==> config.mk <==
export PLATFORM = sky130hd
export DESIGN_NAME = timer_btn_ctrl
export DESIGN_NICKNAME = d
export VERILOG_FILES = /design/src/rtl/timer_pkg.sv /design/src/rtl/btn_debounce.sv /design/src/rtl/timer_btn_ctrl.sv
export SDC_FILE = /design/constraint.sdc
export NUM_CORES = 1
export LEC_CHECK = 0
export BUFFER_PORTS_ARGS = -buffer_cell sky130_fd_sc_hd__buf_4
export CAP_MARGIN = 20
export CORE_MARGIN = 1.5
export CORE_UTILIZATION = 45
export CTS_CLUSTER_SIZE = 20
export DETAILED_ROUTE_END_ITERATION = 6
export HOLD_SLACK_MARGIN = 0.15
export PLACE_DENSITY_LB_ADDON = 0.3
export REMOVE_ABC_BUFFERS = 1
export SYNTH_ARGS = -nofsm -noshare
export SYNTH_HDL_FRONTEND = slang
export SYNTH_SLANG_ARGS = --single-unit
==> constraint.sdc <==
create_clock -name clk -period 7 [get_ports clk]
set_input_delay 1.75 -clock clk [delete_from_list [all_inputs] [get_ports clk]]
set_output_delay 1.75 -clock clk [all_outputs]
set_load 0.05 [all_outputs]
==> src/rtl/timer_pkg.sv <==
// timer_pkg: shared cycle defaults, event indices and counter sizing for the timer button path
// No ports; imported by timer_btn_ctrl.
package timer_pkg;
   localparam int DEBOUNCE_CYC     = 20;
   localparam int REPEAT_DELAY_CYC = 500;
   localparam int REPEAT_CYC       = 100;
   localparam int LONG_CYC         = 1000;
   // Bit positions in the pending/pulse vectors; lower index wins arbitration.
   localparam int EV_CLEAR = 0;
   localparam int EV_RESET = 1;
   localparam int EV_START = 2;
   localparam int EV_MIN   = 3;
   localparam int EV_SEC   = 4;
   localparam int NUM_EV   = 5;
   function automatic int cnt_width(input int a, input int b, input int c);
      int m;
      m = a > b ? a : b;
      m = m > c ? m : c;
      return $clog2(m + 1);
   endfunction
endpackage

==> src/rtl/btn_debounce.sv <==
// btn_debounce: synchroniser and debouncer for one raw button, flags accepted level changes
// clk, rst : clock, asynchronous active-high reset
// btn_i    : raw asynchronous button
// db_o     : debounced level
// chg_o    : db_o changes at this edge (rises suppressed until the button is seen released after reset)
module btn_debounce #(
   parameter int SYNC_STAGES  = 2,
   parameter int DEBOUNCE_CYC = 20
) (
   input  logic clk,
   input  logic rst,
   input  logic btn_i,
   output logic db_o,
   output logic chg_o
);
   localparam int CW = $clog2(DEBOUNCE_CYC + 1);
   localparam logic [CW-1:0] CNT_LAST = CW'(DEBOUNCE_CYC - 1);
   logic [SYNC_STAGES-1:0] sync_q, vld_q;
   logic [CW-1:0] cnt_q, cnt_d;
   logic db_q, db_d, arm_q, arm_d, synced, hit;
   always_ff @(posedge clk or posedge rst) begin
      if (rst) begin
         sync_q <= '0;
         vld_q  <= '0;
         cnt_q  <= '0;
         db_q   <= 1'b0;
         arm_q  <= 1'b0;
      end else begin
         sync_q <= {sync_q[SYNC_STAGES-2:0], btn_i};
         vld_q  <= {vld_q[SYNC_STAGES-2:0], 1'b1};
         cnt_q  <= cnt_d;
         db_q   <= db_d;
         arm_q  <= arm_d;
      end
   end
   always_comb begin
      synced = sync_q[SYNC_STAGES-1];
      hit    = synced != db_q && cnt_q == CNT_LAST;
      cnt_d  = (synced == db_q || hit) ? '0 : cnt_q + 1'b1;
      db_d   = hit ? synced : db_q;
      // A button held through reset must be seen released (once the synchroniser
      // holds real samples) before its next rise counts as a press.
      arm_d  = arm_q | (vld_q[SYNC_STAGES-1] & ~synced);
      chg_o  = hit && (arm_q || db_q);
   end
   assign db_o = db_q;
endmodule

==> src/rtl/timer_btn_ctrl.sv <==
// timer_btn_ctrl: conditions the four timer buttons into arbitrated one-cycle command pulses
// clk, rst       : 1 kHz clock, asynchronous active-high reset
// timer_mode     : block active; low clears pending work and holds outputs at 0
// btn_min/sec/start/reset : raw asynchronous active-high buttons
// min_set_p, sec_set_p, start_stop_p, reset_p, clear_set_p : registered command pulses
module timer_btn_ctrl import timer_pkg::*; #(
   parameter int SYNC_STAGES      = 2,
   parameter int DEBOUNCE_CYC     = timer_pkg::DEBOUNCE_CYC,
   parameter int REPEAT_DELAY_CYC = timer_pkg::REPEAT_DELAY_CYC,
   parameter int REPEAT_CYC       = timer_pkg::REPEAT_CYC,
   parameter int LONG_CYC         = timer_pkg::LONG_CYC
) (
   input  logic clk,
   input  logic rst,
   input  logic timer_mode,
   input  logic btn_min,
   input  logic btn_sec,
   input  logic btn_start,
   input  logic btn_reset,
   output logic min_set_p,
   output logic sec_set_p,
   output logic start_stop_p,
   output logic reset_p,
   output logic clear_set_p
);
   localparam int CW = cnt_width(LONG_CYC, REPEAT_DELAY_CYC, DEBOUNCE_CYC);
   localparam logic [CW-1:0] RD_LAST   = CW'(REPEAT_DELAY_CYC - 1);
   localparam logic [CW-1:0] RD_RELOAD = CW'(REPEAT_DELAY_CYC - REPEAT_CYC);
   localparam logic [CW-1:0] LONG_LAST = CW'(LONG_CYC - 1);
   localparam logic [CW-1:0] LONG_MAX  = CW'(LONG_CYC);
   // Button order: 0 min, 1 sec, 2 start, 3 reset.
   logic [3:0] btn, db, chg, rise;
   logic [1:0] rep_act_q, rep_act_d, rep_ev;
   logic [1:0][CW-1:0] rep_cnt_q, rep_cnt_d;
   logic lp_act_q, lp_act_d, lp_long, lp_short;
   logic [CW-1:0] lp_cnt_q, lp_cnt_d;
   logic [NUM_EV-1:0] set, grant, pend_q, pend_d, pulse_q, pulse_d;
   assign btn = {btn_reset, btn_start, btn_sec, btn_min};
   for (genvar i = 0; i < 4; i++) begin : g_db
      btn_debounce #(
         .SYNC_STAGES (SYNC_STAGES),
         .DEBOUNCE_CYC(DEBOUNCE_CYC)
      ) u_db (
         .clk  (clk),
         .rst  (rst),
         .btn_i(btn[i]),
         .db_o (db[i]),
         .chg_o(chg[i])
      );
   end
   always_ff @(posedge clk or posedge rst) begin
      if (rst) begin
         rep_act_q <= '0;
         rep_cnt_q <= '0;
         lp_act_q  <= 1'b0;
         lp_cnt_q  <= '0;
         pend_q    <= '0;
         pulse_q   <= '0;
      end else begin
         rep_act_q <= rep_act_d;
         rep_cnt_q <= rep_cnt_d;
         lp_act_q  <= lp_act_d;
         lp_cnt_q  <= lp_cnt_d;
         pend_q    <= pend_d;
         pulse_q   <= pulse_d;
      end
   end
   always_comb begin
      rise = chg & ~db;
      // Repeat counter restarts at the rise; after each repeat it reloads so the
      // next one lands REPEAT_CYC later, independent of when pulses were granted.
      for (int k = 0; k < 2; k++) begin
         rep_ev[k]    = rep_act_q[k] && !(chg[k] && db[k]) && rep_cnt_q[k] == RD_LAST;
         rep_act_d[k] = timer_mode && (rise[k] || (rep_act_q[k] && !(chg[k] && db[k])));
         rep_cnt_d[k] = (!rep_act_d[k] || rise[k]) ? '0 : rep_ev[k] ? RD_RELOAD : rep_cnt_q[k] + 1'b1;
      end
      // Reset hold counter saturates at LONG_MAX, which doubles as the "clear already issued" mark.
      lp_long  = lp_act_q && !(chg[3] && db[3]) && lp_cnt_q == LONG_LAST;
      lp_short = lp_act_q && chg[3] && db[3] && lp_cnt_q != LONG_MAX;
      lp_act_d = timer_mode && (rise[3] || (lp_act_q && !(chg[3] && db[3])));
      lp_cnt_d = (!lp_act_d || rise[3]) ? '0 : lp_cnt_q == LONG_MAX ? lp_cnt_q : lp_cnt_q + 1'b1;
      set = '0;
      set[EV_CLEAR] = lp_long;
      set[EV_RESET] = lp_short;
      set[EV_START] = rise[2];
      set[EV_MIN]   = rise[0] | rep_ev[0];
      set[EV_SEC]   = rise[1] | rep_ev[1];
      // Lowest set bit is the highest-priority pending event.
      grant   = pend_q & (~pend_q + 1'b1);
      pend_d  = timer_mode ? (pend_q | set) & ~grant : '0;
      pulse_d = timer_mode ? grant : '0;
   end
   assign clear_set_p  = pulse_q[EV_CLEAR];
   assign reset_p      = pulse_q[EV_RESET];
   assign start_stop_p = pulse_q[EV_START];
   assign min_set_p    = pulse_q[EV_MIN];
   assign sec_set_p    = pulse_q[EV_SEC];
endmodule

; Word level (Yosys, flattened, before mapping)
; Index checks and enable logic that the tools add are counted.
[op_classes]
add_sub_neg = 8
eq_ne = 18
muxes = 12
bitwise = 21
n_reduce_logical = 43
[op_table]
columns = operator, n
row1 = $mux 10, 6
row2 = $add 10x1->10 const B, 3
row3 = $mux 5, 6
row4 = $add 5x1->5 const B, 5
row5 = $logic_and 1x1->1, 23
row6 = $eq 10x10->1 const B, 2
row7 = $eq 10x9->1 const B, 2
row8 = $eq 5x5->1 const B, 4
row9 = $logic_or 1x1->1, 14
row10 = $and 5x5->5, 2
row11 = $ne 10x10->1 const B, 1
row12 = $not 5->5, 2
row13 = $logic_not 1->1, 6
row14 = $or 1x1->1, 6
row15 = $or 5x5->5, 1
row16 = $and 1x1->1, 4
row17 = $and 4x4->4, 1
row18 = $eq 1x1->1, 4
row19 = $ne 1x1->1, 4
row20 = $not 1->1, 4
row21 = $not 4->4, 1
row22 = $ne 2x2->1 const B, 1
[word_totals]
reg_bits = 87
inputBits = 7
output_inout_bits = 5

; Logic depth before layout (Yosys ltp)
[logic_depth]
depth_word = 11
ltp_mapped = 6
depth_no_buf = 6

; Hierarchy
; Synthesis repeated with hierarchy kept, for this count alone.
[unflattened]
hier_cells = 337
hier_area_um2 = 3758.6
[by_module_without_submodules]
columns = mod, instances, cells_per_inst, area_per_inst_um2, seq_area_each_um2
row1 = timer_btn_ctrl, 1, 201, 2037.0, 1076.0
row2 = btn_debounce, 4, 34, 430.4, 275.3

; Worst setup path after synthesis
; No wires, ideal clock.
[synth_path]
path_kind = input-to-reg
startpoint = input timer_mode
endpoint = register rep_cnt_q[1] (netlist bit)
setup_ns = 0.089
arrival_ns = 2.512
required_ns = 6.911
slack_ns = 4.400
stages = 5
path_cell_list = clkbuf_1 -> nand2_1 -> a21o_1 -> clkbuf_1 -> nor3b_1
[synth_lines]
columns = element, line
row1 = "start, declared", timer_btn_ctrl.sv:15  ; input logic timer_mode,
row2 = "end signal, assigned", timer_btn_ctrl.sv:61  ; rep_cnt_q <= rep_cnt_d;
row3 = "end, declared", timer_btn_ctrl.sv:34  ; logic [1:0][CW-1:0] rep_cnt_q, rep_cnt_d;

; Worst setup path in the final report
[layout_path]
startpoint = register pulse_q[3]
endpoint = output min_set_p
[layout_lines]
columns = element, line
row1 = "start, declared", timer_btn_ctrl.sv:37  ; logic [NUM_EV-1:0] set, grant, pend_q, pend_d, pulse_q, pulse_d;
row2 = "start signal, assigned", timer_btn_ctrl.sv:65  ; pulse_q <= pulse_d;
row3 = "end, declared", timer_btn_ctrl.sv:20  ; output logic min_set_p,
; No word-level cell between the ends.

==> metrics.cfg <==
[yosys]
ys_types = 44
netlist_instances = 319
yosys_most_used_dff = dfrtp_1
yosysWarnings = 0
syn_avg_cell_area_um2 = 11.1
yosysSeqAreaShare = 0.573
synthArstFlopShare = 1.00
synth-edff-count = 0
ys_seq_elements = 81
syn_area_mm2 = 0.00354

[setup_path]
r2r_start = g_db[3].u_db.cnt_q[0]
crit_family = flip-flops
cp_cell_sequence = buf_4
rr_worst_depth = 5
critical_path.endpoint_type = output pin
slowest_delay_ns = 0.38
required_ns = 5.25
r2r_slack_ns = 5.35
crit_type = flop to output pin
path_max_fanout = 1
crit_slowest_cell = dfrtp_1
path_buf_inv = 1
cp_data_arrival_time_ns = 0.91
rr_endpoint = pend_q[1]
worstSetupStartpointType = flop

[pwr]
switching_share = 0.232
power_frac_seq = 0.566
p_comb_frac = 0.034
p_per_area_mw_per_mm2 = 215
peakVddDrop_uv = 179
power_uw = 854
intPower_uw = 656
power.share.clock = 0.400
p_switching_uw = 198
p_leak_nw = 1.73

[sta]
setup_violations = 0
fin_hold_ws_ns = 0.352
clock.fmax_mhz = 375
min_period_over_period = 0.381
period_needed_ns = 2.66
final_max_slew_viol_count = 0
fin_skew_ns = 0.00690
setup_ws_ns = 4.34
hold_viol_final = 0
tns_ns = 0
rsz0062_at_grt = no

[min_path]
holdPathEnd = g_db[0].u_db.sync_q[1]
holdCritStartpoint = g_db[0].u_db.sync_q[0]
hold_class = flop to flop
whs_path_depth = 0

[cts]
cts.path.max_buffers = 2
postCtsSetupBuffers = 0
cts_hold_buf = 0
cts-root-buf = clkbuf_8
ctsResizeCount = 0
cts_tree = built
cts_buffers = 9
clk_latency_ns = 0.35
htreeDepth = 3
path_clk_slew_ns = 0.08
cts_sinks = 81

[floorplan]
core-area_mm2 = 0.00769
die-height_um = 91.7
initial_core_util = 0.460
core.rowCount = 32
die_w_um = 91.7
die_area_mm2 = 0.00840
ioPinCount = 12

[place]
io_buffer_count = 11
place_congestion = 0.759
place_ws_ns = 4.23
dpl.hpwl_um = 3800

[cells_and_area]
nNetsFinal = 354
area_growth_pct = 12.2
final_cell_mix = dfrtp_1, nor2_1, xor2_1
drive_gt1_frac = 0.110
mostFrequentLayoutCell = dfrtp_1
antenna_cells = 0

[route]
drt_pass1_iterations = 4
postRouteAntennaNets = 0
drt-total-wl_um = 5620
drt-initial-drc-count = 85
routedWlPerCell_um = 12.6
drcViolationCount = 0
vias = 2270
via_per_inst = 5.09

[global_route]
overflow = 0
grt_first_pass_wirelength_um = 9980
antenna_found_initial = 0
grt_use_total = 0.149
grt_pass1_vias = 2270
grt_max_degree = 82

[outcome]
status = finished, final reports clean

[job]
cap_violations = 0

## stage by stage
step | std cells | instance area [µm²] | util
final | 446 | 3970 | 0.516
after global routing | 446 | 3970 | 0.516
after CTS | 445 | 3940 | 0.513
after detailed placement | 429 | 3740 | 0.487
after global placement | 429 | 3740 | 0.487
after floorplan | 315 | 3520 | -
## flip-flops by register name (all words and copies together), names as in the netlist, 2 cells and up
name              flops
pend_q                5
g_db.u_db.vld_q       2
pulse_q               5
rep_cnt_q            20
g_db.u_db.cnt_q      20
rep_act_q             2
g_db.u_db.sync_q      8
lp_cnt_q             10
g_db.u_db.db_o        4
g_db.u_db.arm_q       4
## synth_stat cells, types with 2 or more instances
| cell | instances | area share |
|---|---|---|
| dfrtp_1 | 81 | 0.57 |
| nor2_1 | 44 | 0.047 |
| xor2_1 | 24 | 0.059 |
| nand2_1 | 22 | 0.023 |
| nand3_1 | 19 | 0.027 |
| nor3_1 | 15 | 0.021 |
| xnor2_1 | 15 | 0.037 |
| inv_1 | 10 | 0.011 |
| o21ai_0 | 10 | 0.014 |
| ha_1 | 8 | 0.028 |
| and3_1 | 6 | 0.011 |
| nand4_1 | 6 | 0.011 |
| a21o_1 | 5 | 0.011 |
| and2_1 | 5 | 0.0088 |
| and4_1 | 4 | 0.0099 |
| clkbuf_1 | 4 | 0.0042 |
| a31oi_1 | 3 | 0.0053 |
| and3b_1 | 3 | 0.0074 |
| and4bb_2 | 3 | 0.011 |
| nand4bb_1 | 3 | 0.0096 |
| a21oi_1 | 2 | 0.0028 |
| mux2i_1 | 2 | 0.0057 |
| nor2b_1 | 2 | 0.0035 |
| nor3b_1 | 2 | 0.0042 |
| nor4b_1 | 2 | 0.0050 |
## worst max path at each step
stage,startpoint,end,slack (ns),depth (start not counted)
6_report,pulse_q[3],min_set_p,4.34,1
5_1_grt,pulse_q[2],start_stop_p,4.28,1
2_1_floorplan,rst,g_db[0].u_db.arm_q,3.17,1
3_5_place_dp,rst,g_db[0].u_db.cnt_q[2],4.23,3
3_3_place_gp,rst,rep_cnt_q[7],4.22,3
4_1_cts,pulse_q[3],min_set_p,4.31,1
## metal layers
| layer | wire length, µm | vias to the layer above | GRT usage | share of wire |
|---|---|---|---|---|
| met5 | 0 | - | 0 | 0 |
| met4 | 62 | 0 | 0.0547 | 0.011 |
| met3 | 177 | 7 | 0.0498 | 0.031 |
| met2 | 2650 | 21 | 0.242 | 0.47 |
| met1 | 2730 | 1098 | 0.187 | 0.49 |
| li1 | - | 1144 | - | - |
## layout make-up
class                           count  area [µm²]
Fill cell                         693        3720
Clock inverter                      7        77.6
Sequential cell                    81        2030
Multi-Input combinational cell    224        1460
Timing Repair Buffer               13         118
Clock buffer                        9         124
Tap cell                          102         128
Inverter                           10        38.8
## cells by family (layout without fill, tap and decap cells)
logic type,count (synthesis),count (layout),share of synthesized area
simple gates,144,144,0.221
fa+ha+maj,8,8,0.0283
xor+xnor,39,39,0.0966
other cells,1,1,0.00106
compound gates,29,29,0.0559
mux,3,3,0.00884
flops,81,81,0.573
buf+inv,14,39,0.0149
## power groups by stage
stage                     Sequential (mW)  Combinational [mW]  Clock, mW
final                               0.483              0.0294      0.341
after CTS                           0.483              0.0285      0.357
after floorplan                     0.490              0.0193          0
after detailed placement            0.492              0.0281          0
after global placement              0.492              0.0281          0
after global routing                0.485              0.0342      0.374
No activity file was read; power rests on OpenSTA's default activity.
